[src/rtl/mem_arb_pkg.sv]
// mem_arb_pkg: shared types and constants for the memory arbiter.
//   state_e    - arbiter FSM states
//   client_e   - which client owns / last owned the controller
//   mc_req_t   - one controller request {wr, len, addr, value}
//   LEN_*      - controller length encoding (len[1:0] = size, len[2] = signed load)
//   SPACER_REQ - dummy read issued to break the controller's repeat shortcut
//   is_io()    - true for the IO window, which must never be buffered
package mem_arb_pkg;

  typedef enum logic [1:0] {
    ST_IDLE   = 2'd0,
    ST_SPACER = 2'd1,
    ST_BUSY   = 2'd2
  } state_e;

  typedef enum logic {
    CLI_IF = 1'b0,
    CLI_LS = 1'b1
  } client_e;

  localparam logic [1:0] LEN_B = 2'b00;
  localparam logic [1:0] LEN_H = 2'b01;
  localparam logic [1:0] LEN_W = 2'b10;
  localparam int         LEN_SIGN_BIT = 2;
  localparam logic [2:0] LEN_SIGNED   = 3'b100;

  // Instruction fetch is always an unsigned word.
  localparam logic [2:0] LEN_FETCH = {1'b0, LEN_W};

  typedef struct packed {
    logic        wr;
    logic [2:0]  len;
    logic [31:0] addr;
    logic [31:0] value;
  } mc_req_t;

  localparam mc_req_t SPACER_REQ = '{wr: 1'b0, len: {1'b0, LEN_B}, addr: 32'h0, value: 32'h0};

  function automatic logic is_io(input logic [31:0] addr);
    return addr[17:16] == 2'b11;
  endfunction

endpackage

[src/rtl/mem_arbiter_if.sv]
// mem_arbiter_if: request/response bus between the arbiter and the
// byte-serial memory controller.
//   mc_waiting/mc_wr/mc_len/mc_addr/mc_value - request, held until mc_ready
//   mc_ready/mc_result                       - completion and read data
//   master: arbiter side, slave: controller side
interface mem_arbiter_if;
  logic        mc_waiting;
  logic        mc_wr;
  logic [2:0]  mc_len;
  logic [31:0] mc_addr;
  logic [31:0] mc_value;
  logic        mc_ready;
  logic [31:0] mc_result;

  modport master (
    output mc_waiting, mc_wr, mc_len, mc_addr, mc_value,
    input  mc_ready, mc_result
  );

  modport slave (
    input  mc_waiting, mc_wr, mc_len, mc_addr, mc_value,
    output mc_ready, mc_result
  );
endinterface

[src/rtl/mem_arb_read_buf.sv]
// mem_arb_read_buf: one-entry read buffer {len, addr, data} in front of the
// memory controller. Only built when MEM_ARB_READ_BUF_EN is defined.
//   lookup_*  - request being granted this cycle; hit/hit_data answer it
//   fill*     - completed controller transaction (write invalidates,
//               non-IO read refills)
`ifdef MEM_ARB_READ_BUF_EN
module mem_arb_read_buf
  import mem_arb_pkg::*;
(
  input  logic        clk_in,
  input  logic        rst_n_in,
  input  logic        rdy_in,
  input  logic        lookup_wr,
  input  logic [2:0]  lookup_len,
  input  logic [31:0] lookup_addr,
  output logic        hit,
  output logic [31:0] hit_data,
  input  logic        fill,
  input  logic        fill_wr,
  input  logic [2:0]  fill_len,
  input  logic [31:0] fill_addr,
  input  logic [31:0] fill_data
);

  logic        vld_q;
  logic [2:0]  len_q;
  logic [31:0] addr_q;
  logic [31:0] data_q;

  assign hit = vld_q && !lookup_wr && !is_io(lookup_addr) &&
               (lookup_len == len_q) && (lookup_addr == addr_q);
  assign hit_data = data_q;

  always_ff @(posedge clk_in or negedge rst_n_in) begin
    if (!rst_n_in) begin
      vld_q  <= 1'b0;
      len_q  <= '0;
      addr_q <= '0;
      data_q <= '0;
    end else if (rdy_in && fill) begin
      // Any write may alias the buffered word, so drop it outright.
      if (fill_wr) begin
        vld_q <= 1'b0;
      end else if (!is_io(fill_addr)) begin
        vld_q  <= 1'b1;
        len_q  <= fill_len;
        addr_q <= fill_addr;
        data_q <= fill_data;
      end
    end
  end

endmodule
`endif

[src/rtl/mem_arbiter.sv]
// mem_arbiter: grants IF fetches and LS loads/stores one at a time onto the
// byte-serial memory controller and returns results with a done pulse.
//   clk_in, rst_n_in (async, active low), rdy_in (global pause)
//   RoB_clear              - flush: abandon the current request, no done
//   if_req/if_addr         - word fetch;  if_done/if_data completion
//   ls_req/ls_wr/ls_len/ls_addr/ls_value - load/store; ls_done/ls_data
//   mc (master modport)    - controller request/response bus
// A request identical to the controller's last completed one is preceded by
// a zero spacer read, otherwise the controller would answer it instantly
// with the previous (possibly stale) result.
// Optional: MEM_ARB_READ_BUF_EN adds a one-entry read buffer.
module mem_arbiter (
  input  logic          clk_in,
  input  logic          rst_n_in,
  input  logic          rdy_in,
  input  logic          RoB_clear,
  input  logic          if_req,
  input  logic [31:0]   if_addr,
  output logic          if_done,
  output logic [31:0]   if_data,
  input  logic          ls_req,
  input  logic          ls_wr,
  input  logic [2:0]    ls_len,
  input  logic [31:0]   ls_addr,
  input  logic [31:0]   ls_value,
  output logic          ls_done,
  output logic [31:0]   ls_data,
  mem_arbiter_if.master mc
);
  import mem_arb_pkg::*;

  state_e  state_q, state_d;
  client_e last_q, gnt_q, pick;
  mc_req_t req_q, prev_q, if_fields, ls_fields, new_req, mc_out;
  logic    prev_valid_q;
  logic    if_done_q, ls_done_q;
  logic [31:0] if_data_q, ls_data_q;
  logic    if_act, ls_act, grant, repeat_hit, buf_hit;
  logic    busy_done, spacer_done, waiting;

  // A client's request is ignored while its done pulse is out: it is still
  // high for that one cycle under the client handshake.
  assign if_act = if_req && !if_done_q;
  assign ls_act = ls_req && !ls_done_q;

  assign if_fields = '{wr: 1'b0, len: LEN_FETCH, addr: if_addr, value: 32'h0};
  assign ls_fields = '{wr: ls_wr, len: ls_len, addr: ls_addr, value: ls_value};

  // Tie goes to whoever did not get the last grant.
  assign pick    = (ls_act && (!if_act || last_q == CLI_IF)) ? CLI_LS : CLI_IF;
  assign new_req = (pick == CLI_LS) ? ls_fields : if_fields;

  assign grant       = (state_q == ST_IDLE) && (if_act || ls_act) && !RoB_clear;
  assign repeat_hit  = prev_valid_q && (new_req == prev_q);
  assign busy_done   = (state_q == ST_BUSY)   && mc.mc_ready && !RoB_clear;
  assign spacer_done = (state_q == ST_SPACER) && mc.mc_ready && !RoB_clear;

`ifdef MEM_ARB_READ_BUF_EN
  logic [31:0] buf_data;

  mem_arb_read_buf u_read_buf (
    .clk_in      (clk_in),
    .rst_n_in    (rst_n_in),
    .rdy_in      (rdy_in),
    .lookup_wr   (new_req.wr),
    .lookup_len  (new_req.len),
    .lookup_addr (new_req.addr),
    .hit         (buf_hit),
    .hit_data    (buf_data),
    .fill        (busy_done),
    .fill_wr     (req_q.wr),
    .fill_len    (req_q.len),
    .fill_addr   (req_q.addr),
    .fill_data   (mc.mc_result)
  );
`else
  assign buf_hit = 1'b0;
`endif

  always_comb begin
    state_d = state_q;
    waiting = 1'b0;
    mc_out  = '0;
    case (state_q)
      ST_IDLE: begin
        if (grant && !buf_hit) state_d = repeat_hit ? ST_SPACER : ST_BUSY;
      end
      ST_SPACER: begin
        waiting = 1'b1;
        mc_out  = SPACER_REQ;
        if (mc.mc_ready) state_d = ST_BUSY;
      end
      ST_BUSY: begin
        waiting = 1'b1;
        mc_out  = req_q;
        if (mc.mc_ready) state_d = ST_IDLE;
      end
      default: state_d = ST_IDLE;
    endcase
    if (RoB_clear) state_d = ST_IDLE;
  end

  assign mc.mc_waiting = waiting;
  assign mc.mc_wr      = mc_out.wr;
  assign mc.mc_len     = mc_out.len;
  assign mc.mc_addr    = mc_out.addr;
  assign mc.mc_value   = mc_out.value;

  assign if_done = if_done_q;
  assign if_data = if_data_q;
  assign ls_done = ls_done_q;
  assign ls_data = ls_data_q;

  always_ff @(posedge clk_in or negedge rst_n_in) begin
    if (!rst_n_in) begin
      state_q      <= ST_IDLE;
      last_q       <= CLI_IF;
      gnt_q        <= CLI_IF;
      req_q        <= '0;
      prev_q       <= '0;
      prev_valid_q <= 1'b0;
      if_done_q    <= 1'b0;
      ls_done_q    <= 1'b0;
      if_data_q    <= '0;
      ls_data_q    <= '0;
    end else if (rdy_in) begin
      state_q   <= state_d;
      if_done_q <= 1'b0;
      ls_done_q <= 1'b0;
      if (grant) begin
        last_q <= pick;
        gnt_q  <= pick;
        req_q  <= new_req;
      end
`ifdef MEM_ARB_READ_BUF_EN
      if (grant && buf_hit) begin
        if (pick == CLI_LS) begin
          ls_done_q <= 1'b1;
          ls_data_q <= buf_data;
        end else begin
          if_done_q <= 1'b1;
          if_data_q <= buf_data;
        end
      end
`endif
      // The controller latches the spacer too, so it becomes the new prev.
      if (spacer_done) begin
        prev_q       <= SPACER_REQ;
        prev_valid_q <= 1'b1;
      end
      if (busy_done) begin
        prev_q       <= req_q;
        prev_valid_q <= 1'b1;
        if (gnt_q == CLI_LS) begin
          ls_done_q <= 1'b1;
          ls_data_q <= req_q.wr ? 32'h0 : mc.mc_result;
        end else begin
          if_done_q <= 1'b1;
          if_data_q <= mc.mc_result;
        end
      end
      // Flush resets the controller's latched request as well.
      if (RoB_clear) prev_valid_q <= 1'b0;
    end
  end

endmodule

[src/flat_wrapper.sv]
// flat-port wrapper written by rule: the top's interface ports become plain ports
module mem_arbiter_flat import mem_arb_pkg::*;
  (clk_in, rst_n_in, rdy_in, RoB_clear, if_req, if_addr, if_done, if_data, ls_req, ls_wr, ls_len, ls_addr, ls_value, ls_done, ls_data, mc_mc_waiting, mc_mc_wr, mc_mc_len, mc_mc_addr, mc_mc_value, mc_mc_ready, mc_mc_result);
  mem_arbiter_if mc_i ();
  input  logic clk_in;
  input  logic rst_n_in;
  input  logic rdy_in;
  input  logic RoB_clear;
  input  logic if_req;
  input  logic [31:0] if_addr;
  output logic if_done;
  output logic [31:0] if_data;
  input  logic ls_req;
  input  logic ls_wr;
  input  logic [2:0] ls_len;
  input  logic [31:0] ls_addr;
  input  logic [31:0] ls_value;
  output logic ls_done;
  output logic [31:0] ls_data;
  output wire logic [$bits(mc_i.mc_waiting)-1:0] mc_mc_waiting;
  output wire logic [$bits(mc_i.mc_wr)-1:0] mc_mc_wr;
  output wire logic [$bits(mc_i.mc_len)-1:0] mc_mc_len;
  output wire logic [$bits(mc_i.mc_addr)-1:0] mc_mc_addr;
  output wire logic [$bits(mc_i.mc_value)-1:0] mc_mc_value;
  input wire logic [$bits(mc_i.mc_ready)-1:0] mc_mc_ready;
  input wire logic [$bits(mc_i.mc_result)-1:0] mc_mc_result;
  assign mc_mc_waiting = mc_i.mc_waiting;
  assign mc_mc_wr = mc_i.mc_wr;
  assign mc_mc_len = mc_i.mc_len;
  assign mc_mc_addr = mc_i.mc_addr;
  assign mc_mc_value = mc_i.mc_value;
  assign mc_i.mc_ready = mc_mc_ready;
  assign mc_i.mc_result = mc_mc_result;
  mem_arbiter u_core (.clk_in(clk_in), .rst_n_in(rst_n_in), .rdy_in(rdy_in), .RoB_clear(RoB_clear), .if_req(if_req), .if_addr(if_addr), .if_done(if_done), .if_data(if_data), .ls_req(ls_req), .ls_wr(ls_wr), .ls_len(ls_len), .ls_addr(ls_addr), .ls_value(ls_value), .ls_done(ls_done), .ls_data(ls_data), .mc(mc_i));
endmodule
[config.mk]
export PLATFORM = sky130hd
export DESIGN_NAME = mem_arbiter_flat
export DESIGN_NICKNAME = d
export VERILOG_FILES = /design/src/rtl/mem_arb_pkg.sv /design/src/rtl/mem_arbiter_if.sv /design/src/rtl/mem_arb_read_buf.sv /design/src/rtl/mem_arbiter.sv /design/src/flat_wrapper.sv
export SDC_FILE = /design/constraint.sdc
export NUM_CORES = 1
export LEC_CHECK = 0
export BUFFER_PORTS_ARGS = -buffer_cell sky130_fd_sc_hd__buf_2
export CAP_MARGIN = 20
export CORE_AREA = 8 8 207 209
export CTS_CLUSTER_SIZE = 16
export DETAILED_ROUTE_END_ITERATION = 6
export DIE_AREA = 0 0 215 217
export GPL_TIMING_DRIVEN = 0
export PLACE_DENSITY_LB_ADDON = 0.15
export SETUP_SLACK_MARGIN = 0.2
export SLEW_MARGIN = 5
export SYNTH_ARGS = -nofsm -noshare
export SYNTH_HDL_FRONTEND = slang
export SYNTH_SLANG_ARGS = --single-unit
export TNS_END_PERCENT = 50
[constraint.sdc]
create_clock -name clk_in -period 3.2 [get_ports clk_in]
set_input_delay 0.48 -clock clk_in [delete_from_list [all_inputs] [get_ports clk_in]]
set_output_delay 0.48 -clock clk_in [all_outputs]
set_load 0.05 [all_outputs]
==> impl_metrics.csv, run 1 <==
group,metric,value,unit
grt,gr-usage-met3,2.83,%
timing,holdWs,0.144,ns
grt,antenna_found_initial,3,
timing,finalHoldViolCount,0,
place,dp_cells,1684,
synth,synth_ff_type,"dfrtp_1",
pwr,p_per_area,801,nW/um2
place,pre_cts_slack,-0.321,ns
grt,grt_max_degree,82,
timing,fin_crit,2.85,ns
finish,fin_cells,1739,
timing,tns,0,ns
synth,synth_fp_nets,1028,
routing,wl_per_cell,20.6,um
place,place.gp.congestion,0.760,
setup_path,critical_path.max_stage_delay,0.44,ns
hold_path,min_path_type,"in2reg",
grt,grt_util_met1,19.5,%
setup_path,critPathSlowestCell,"dfrtp_2",
place,post-dp-hpwl,27100,um
finish,syn_to_final_growth,33.2,%
routing,via_per_inst,4.52,
synth,ys_ff_latch,206,
routing,firstDrtPassIters,4,
place,portBuffers,271,
floorplanning,fp.dieH,217,um
setup_path,critical_path_class,"reg2reg",
floorplanning,start_util,24.7,%
clock_tree,clk_pin_slew,0.06,ns
setup_path,crit_path_end_kind,"flop",
clock_tree,clk_path_buf_depth,3,
floorplanning,num_rows,73,
setup_path,crit_arrival,3.25,ns
pwr,p_total,10.4,mW
synth,yosysWarningCount,0,
clock_tree,cts_tree,"yes",
synth,ys_types,51,
clock_tree,clk_latency,0.54,ns
synth,synth_cells,886,
synth,synth_edf_count,0,
floorplanning,dieArea,46700,um2
grt,gr-total-overflow,0,
setup_path,crit_chain,"and3b_4 > nor2_8 > buf_12 > buf_6 > nand2_1 > a22o_1 > nor4_2 > nand4_1 > nor4_4 > o31ai_1",
timing,period_share,89.1,%
routing,dr_total_vias,7854,
synth,syn-cell-area,9730,um2
floorplanning,die_w,215,um
timing,rsz0062_at_grt,"false",
pwr,worst_ir_drop_vdd,0.524,mV
synth,yosysSeqAreaShare,53.0,%
setup_path,critPathLaunchType,"flop",
routing,drt_wl_total,35900,um
synth,synth_top_cell_by_area,"dfrtp_1",
synth,async_reset_ff_share,100,%
synth,synth_top_area_share,53.0,%
grt,top_usage_layer,"met2",
timing,slew_headroom,37.8,%
grt,grt_pass1_vias,8530,
routing,drtIter0Drc,358,
timing,slew_violations,0,
timing,finalSetupViolCount,0,
synth,syn_avg_cell_area,11.0,um2
run,max_cap_viol_count,0,
setup_path,cp.required,3.60,ns
floorplanning,core,39500,um2
timing,tightest_slew,0.933,ns
synth,synth.area.top_cells,"dfrtp_1, mux2_2, o21ai_0",
setup_path,path_max_fanout,10,
clock_tree,htreeDepth,1,
grt,grt_pass1_wl,54000,um
finish,mostFrequentLayoutCell,"buf_2",
timing,clock_skew,0.0147,ns
grt,grtUsageMet2,25.0,%
finish,layout_common_cells,"buf_2, dfrtp_1, mux2_2, nand2_1, o21ai_0",
floorplanning,ioPinCount,274,
finish,drive_gt1_share,38.0,%
finish,fill_cells,4150,
status,status,"finished, final reports clean",
pwr,leakage,6.45,nW
grt,track_usage,14.9,%
finish,layout.nets,1336,
routing,drcViolationCount,0,
clock_tree,cts.sinks,206,
timing,fin_ws,0.348,ns
routing,drtAntennaViolNets,0,
clock_tree,cts_buffers,26,
clock_tree,clockRootBuffer,"clkbuf_16",
timing,clock.fmax,351,MHz
[cell type report]
| cell class | count | area, um2 | area share, % |
|---|---|---|---|
| Clock buffer | 40 | 825 | 6.36 |
| Inverter | 21 | 78.8 | 0.608 |
| Antenna cell | 1 | 2.50 | 0.0193 |
| Multi-Input combinational cell | 607 | 4370 | 33.7 |
| Timing Repair Buffer | 280 | 1490 | 11.5 |
| Sequential cell | 206 | 5160 | 39.8 |
| Buffer | 52 | 277 | 2.13 |
| Tap cell | 525 | 657 | 5.07 |
| Clock inverter | 7 | 110 | 0.849 |
[repair_timing]
item	CTS	global route
endpoints found under the hold margin	49	0
buffers inserted	2	4
pin swaps	2	5
resized for setup	28	17
cloned	0	0
endpoints found under the setup margin	44	64
hold buffers	1	0
[sequential cells by signal, indices dropped and copies added, names as in the netlist]
name                 count
u_core.if_data          32
u_core.if_done           1
u_core.last_q            1
u_core.ls_data          32
u_core.ls_done           1
u_core.prev_q           68
u_core.prev_valid_q      1
u_core.req_q            68
u_core.state_q           2
[routing by layer]
| layer | vias to the layer above | wire (um) |
|---|---|---|
| met2 | 194 | 17100 |
| met1 | 3900 | 16200 |
| met3 | 57 | 1580 |
| met4 | 2 | 998 |
| met5 | - | 13 |
| li1 | 3701 | - |
[metrics by stage]
stage	cell area (um2)	util [%]
floorplan	9730	-
global placement	11700	29.8
detailed placement	11800	29.9
CTS	12900	32.7
global route	13000	32.9
finish	13000	32.9
[cell families (layout without fill, tap and decap cells)]
logic type / count (synthesis) / in the layout / synth area share, %
compound gates: 162 / 162 / 10.5
xor+xnor: 40 / 40 / 3.60
mux: 131 / 131 / 14.8
buf+inv: 73 / 400 / 3.12
fa+ha+maj: 3 / 3 / 0.386
other cells: 0 / 1 / 0
flops: 206 / 206 / 53.0
simple gates: 271 / 271 / 14.7
[worst max-delay path, delay by kind of cell, from the launching register on]
kind	cells	cell delay, ns
simple gates	6	1.52
flops	1	0.44
buf+inv	2	0.41
compound gates	2	0.33
[worst paths after layout]
| kind | startpoint | end | slack [ns] | depth (start not counted) |
|---|---|---|---|---|
| setup / recovery | u_core.last_q | u_core.state_q[1] | 0.35 | 10 |
| hold / removal | RoB_clear | u_core.prev_valid_q | 0.14 | 2 |
| setup reg to reg | u_core.last_q | u_core.state_q[1] | 0.35 | 10 |
| hold reg to reg | u_core.req_q[7] | u_core.req_q[7] | 0.47 | 2 |
| max in group asynchronous | rst_n_in | u_core.if_data[6] | 1.96 | 3 |
| min in group asynchronous | rst_n_in | u_core.prev_q[18] | 0.45 | 2 |
[synth_stat cells, types with 2 or more instances]
library cell / number
dfrtp_1: 206
nand2_1: 101
mux2_2: 100
o21ai_0: 86
and2_1: 68
clkbuf_1: 39
nand2b_1: 36
mux2i_1: 31
a22o_1: 23
xnor2_1: 23
inv_1: 21
nor2_1: 20
xor2_1: 17
a31oi_1: 10
nand3_1: 10
a21oi_1: 9
buf_1: 8
nor4_1: 7
nand4_1: 6
o22ai_1: 6
nor3_1: 5
nor4bb_1: 4
o2bb2ai_1: 4
o31ai_1: 4
o32ai_1: 4
ha_1: 3
nor2b_1: 3
a2111o_1: 2
a2111oi_0: 2
a21o_1: 2
buf_2: 2
o2111ai_1: 2
o221ai_1: 2
or3_1: 2
or4_1: 2
[power by group]
part	switching (mW)	internal (mW)
registers	0.352	3.26
clock network	1.17	2.00
logic	2.54	1.06
total	4.06	6.32
No activity file was read; power rests on OpenSTA's default activity.
==> run 2: changes to the inputs <==
==> constraint.sdc (replaced) <==
create_clock -name clk_in -period 3.45 [get_ports clk_in]
set_input_delay 0.5175 -clock clk_in [delete_from_list [all_inputs] [get_ports clk_in]]
set_output_delay 0.5175 -clock clk_in [all_outputs]
set_load 0.05 [all_outputs]
==> impl_metrics.csv, run 2 (synthesis results as in run 1) <==
group,metric,value,unit
grt,antenna_found_initial,3,
clock_tree,clockRootBuffer,"clkbuf_16",
status,status,"finished, final reports clean",
timing,fin_crit,3.11,ns
hold_path,min-delay-start,"RoB_clear",
setup_path,crit_start,"u_core.last_q",
clock_tree,clk_latency,0.54,ns
setup_path,r2r_end,"u_core.state_q[1]",
floorplanning,start_util,24.7,%
timing,finalHoldViolCount,0,
finish,finish.utilization,32.5,%
timing,finalSetupViolCount,0,
finish,syn_to_final_growth,31.7,%
setup_path,r2r-start,"u_core.last_q",
finish,mostFrequentLayoutCell,"buf_2",
pwr,p_per_area,747,nW/um2
timing,slew_violations,0,
routing,wl_per_cell,20.7,um
routing,firstDrtPassIters,5,
place,dp_cells,1684,
hold_path,min_path_type,"in2reg",
grt,track_usage,14.9,%
timing,clock.fmax,321,MHz
clock_tree,clk_pin_slew,0.06,ns
floorplanning,num_rows,73,
timing,slew_headroom,36.2,%
setup_path,critical_path_class,"reg2reg",
pwr,worst_ir_drop_vdd,0.487,mV
floorplanning,dieArea,46700,um2
floorplanning,die_w,215,um
timing,tightest_slew,0.956,ns
setup_path,reg2reg_slack,0.34,ns
floorplanning,fp.dieH,217,um
setup_path,cp.required,3.85,ns
place,post-dp-hpwl,27100,um
finish,layout_common_cells,"buf_2, dfrtp_1, nand2_1, mux2_2, o21ai_0",
setup_path,critPathLaunchType,"flop",
setup_path,r2r_cells,10,
grt,grt_pass1_wl,53900,um
routing,via_per_inst,4.54,
finish,fin_cells,1733,
grt,grt_pass1_vias,8512,
finish,drive_gt1_share,36.2,%
routing,drcViolationCount,0,
floorplanning,core,39500,um2
setup_path,path_max_fanout,10,
place,place.gp.congestion,0.760,
clock_tree,cts_buffers,26,
pwr,leakage,6.39,nW
hold_path,min_to,"u_core.prev_valid_q",
clock_tree,htreeDepth,1,
clock_tree,cts.sinks,206,
routing,dr_total_vias,7872,
finish,layout.nets,1330,
timing,period_share,90.3,%
clock_tree,clk_path_buf_depth,3,
setup_path,crit_arrival,3.51,ns
grt,grt_max_degree,82,
routing,drt_wl_total,35800,um
run,max_cap_viol_count,0,
routing,drtIter0Drc,367,
setup_path,crit_path_end_kind,"flop",
clock_tree,cts_tree,"yes",
floorplanning,ioPinCount,274,
routing,drtAntennaViolNets,0,
finish,reg_top3,"u_core.prev_q x68, u_core.req_q x68",
grt,gr-total-overflow,0,
timing,clock_skew,0.0164,ns
hold_path,holdPathStages,2,
place,portBuffers,271,
timing,rsz0062_at_grt,"true",
run 2: cell types whose count changed in the layout (fill, tap and decap cells not counted), moves of 2 or more:
| cell | previous run | this run |
|---|---|---|
| buf_1 | 5 | 7 |
| clkbuf_2 | 8 | 3 |
| mux2i_2 | 8 | 4 |
| buf_12 | 4 | 1 |
| mux2i_1 | 23 | 27 |
| buf_4 | 6 | 1 |
| clkbuf_1 | 35 | 40 |
run 2: worst max-delay path by stage:
stage,cells past startpoint,endpoint
after detailed placement,11,u_core.state_q[1]
after global routing,6,mc_mc_addr[8]
after CTS,10,u_core.state_q[0]
final,10,u_core.state_q[1]
after floorplan,9,u_core.state_q[0]
after global placement,1,u_core.if_data[17]
run 2: power by group:
group / switching (mW) / internal (mW) / total (mW) / leakage, nW
sequential: 0.326 / 3.02 / 3.35 / 2.72
combinational: 2.34 / 0.950 / 3.29 / 3.20
clock: 1.08 / 1.85 / 2.93 / 0.466
total: 3.75 / 5.83 / 9.57 / 6.39
run 2: critical path, cell delays in order (launching register included):
cell and delay, ns:
dfrtp_1 0.44, and3b_4 0.25, nor2_8 0.19, buf_4 0.30, buf_6 0.26, nand2_1 0.11, a2111o_1 0.45, nor4_2 0.41
nand4_1 0.24, nor4_4 0.22, o31ai_1 0.10
run 2: through the flow:
step | worst slack, ns | hold slack, ns | TNS [ns] | power, mW | area [um2]
3_5_place_dp | -0.109 | 0.458 | -0.217 | 6.71 | 11800
3_3_place_gp | -2.13 | 0.452 | -434.13 | 6.67 | 11700
4_1_cts | 0.198 | 0.158 | 0 | 9.73 | 12800
2_1_floorplan | 0.736 | 0.222 | 0 | 5.66 | 9730
6_report | 0.336 | 0.185 | 0 | 9.57 | 12800
5_1_grt | 0.156 | 0.176 | 0 | 10.1 | 12800
run 2: layout make-up:
cell class	instances	area [um2]
Fill cell	4172	26600
Sequential cell	206	5150
Multi-Input combinational cell	607	4320
Timing Repair Buffer	274	1430
Clock buffer	40	825
Tap cell	525	657
Buffer	52	235
Clock inverter	7	110
Inverter	21	78.8
Antenna cell	1	2.50
run 2: routing by layer:
metal  wire length, um  GRT usage, %  vias to the layer above
met1             16200          19.5                     3919
met4               996          4.15                        2
met5                13             0                        -
met3              1550          2.83                       58
li1                  -             -                     3689
met2             17100          25.1                      204
run 2: timing repair:
action / in CTS / in global routing
endpoints found under the hold margin: 49 / 0
setup buffers: 0 / 0
setup endpoints to repair: 22 / 21
hold buffers: 1 / 0
resized for setup: 6 / 9
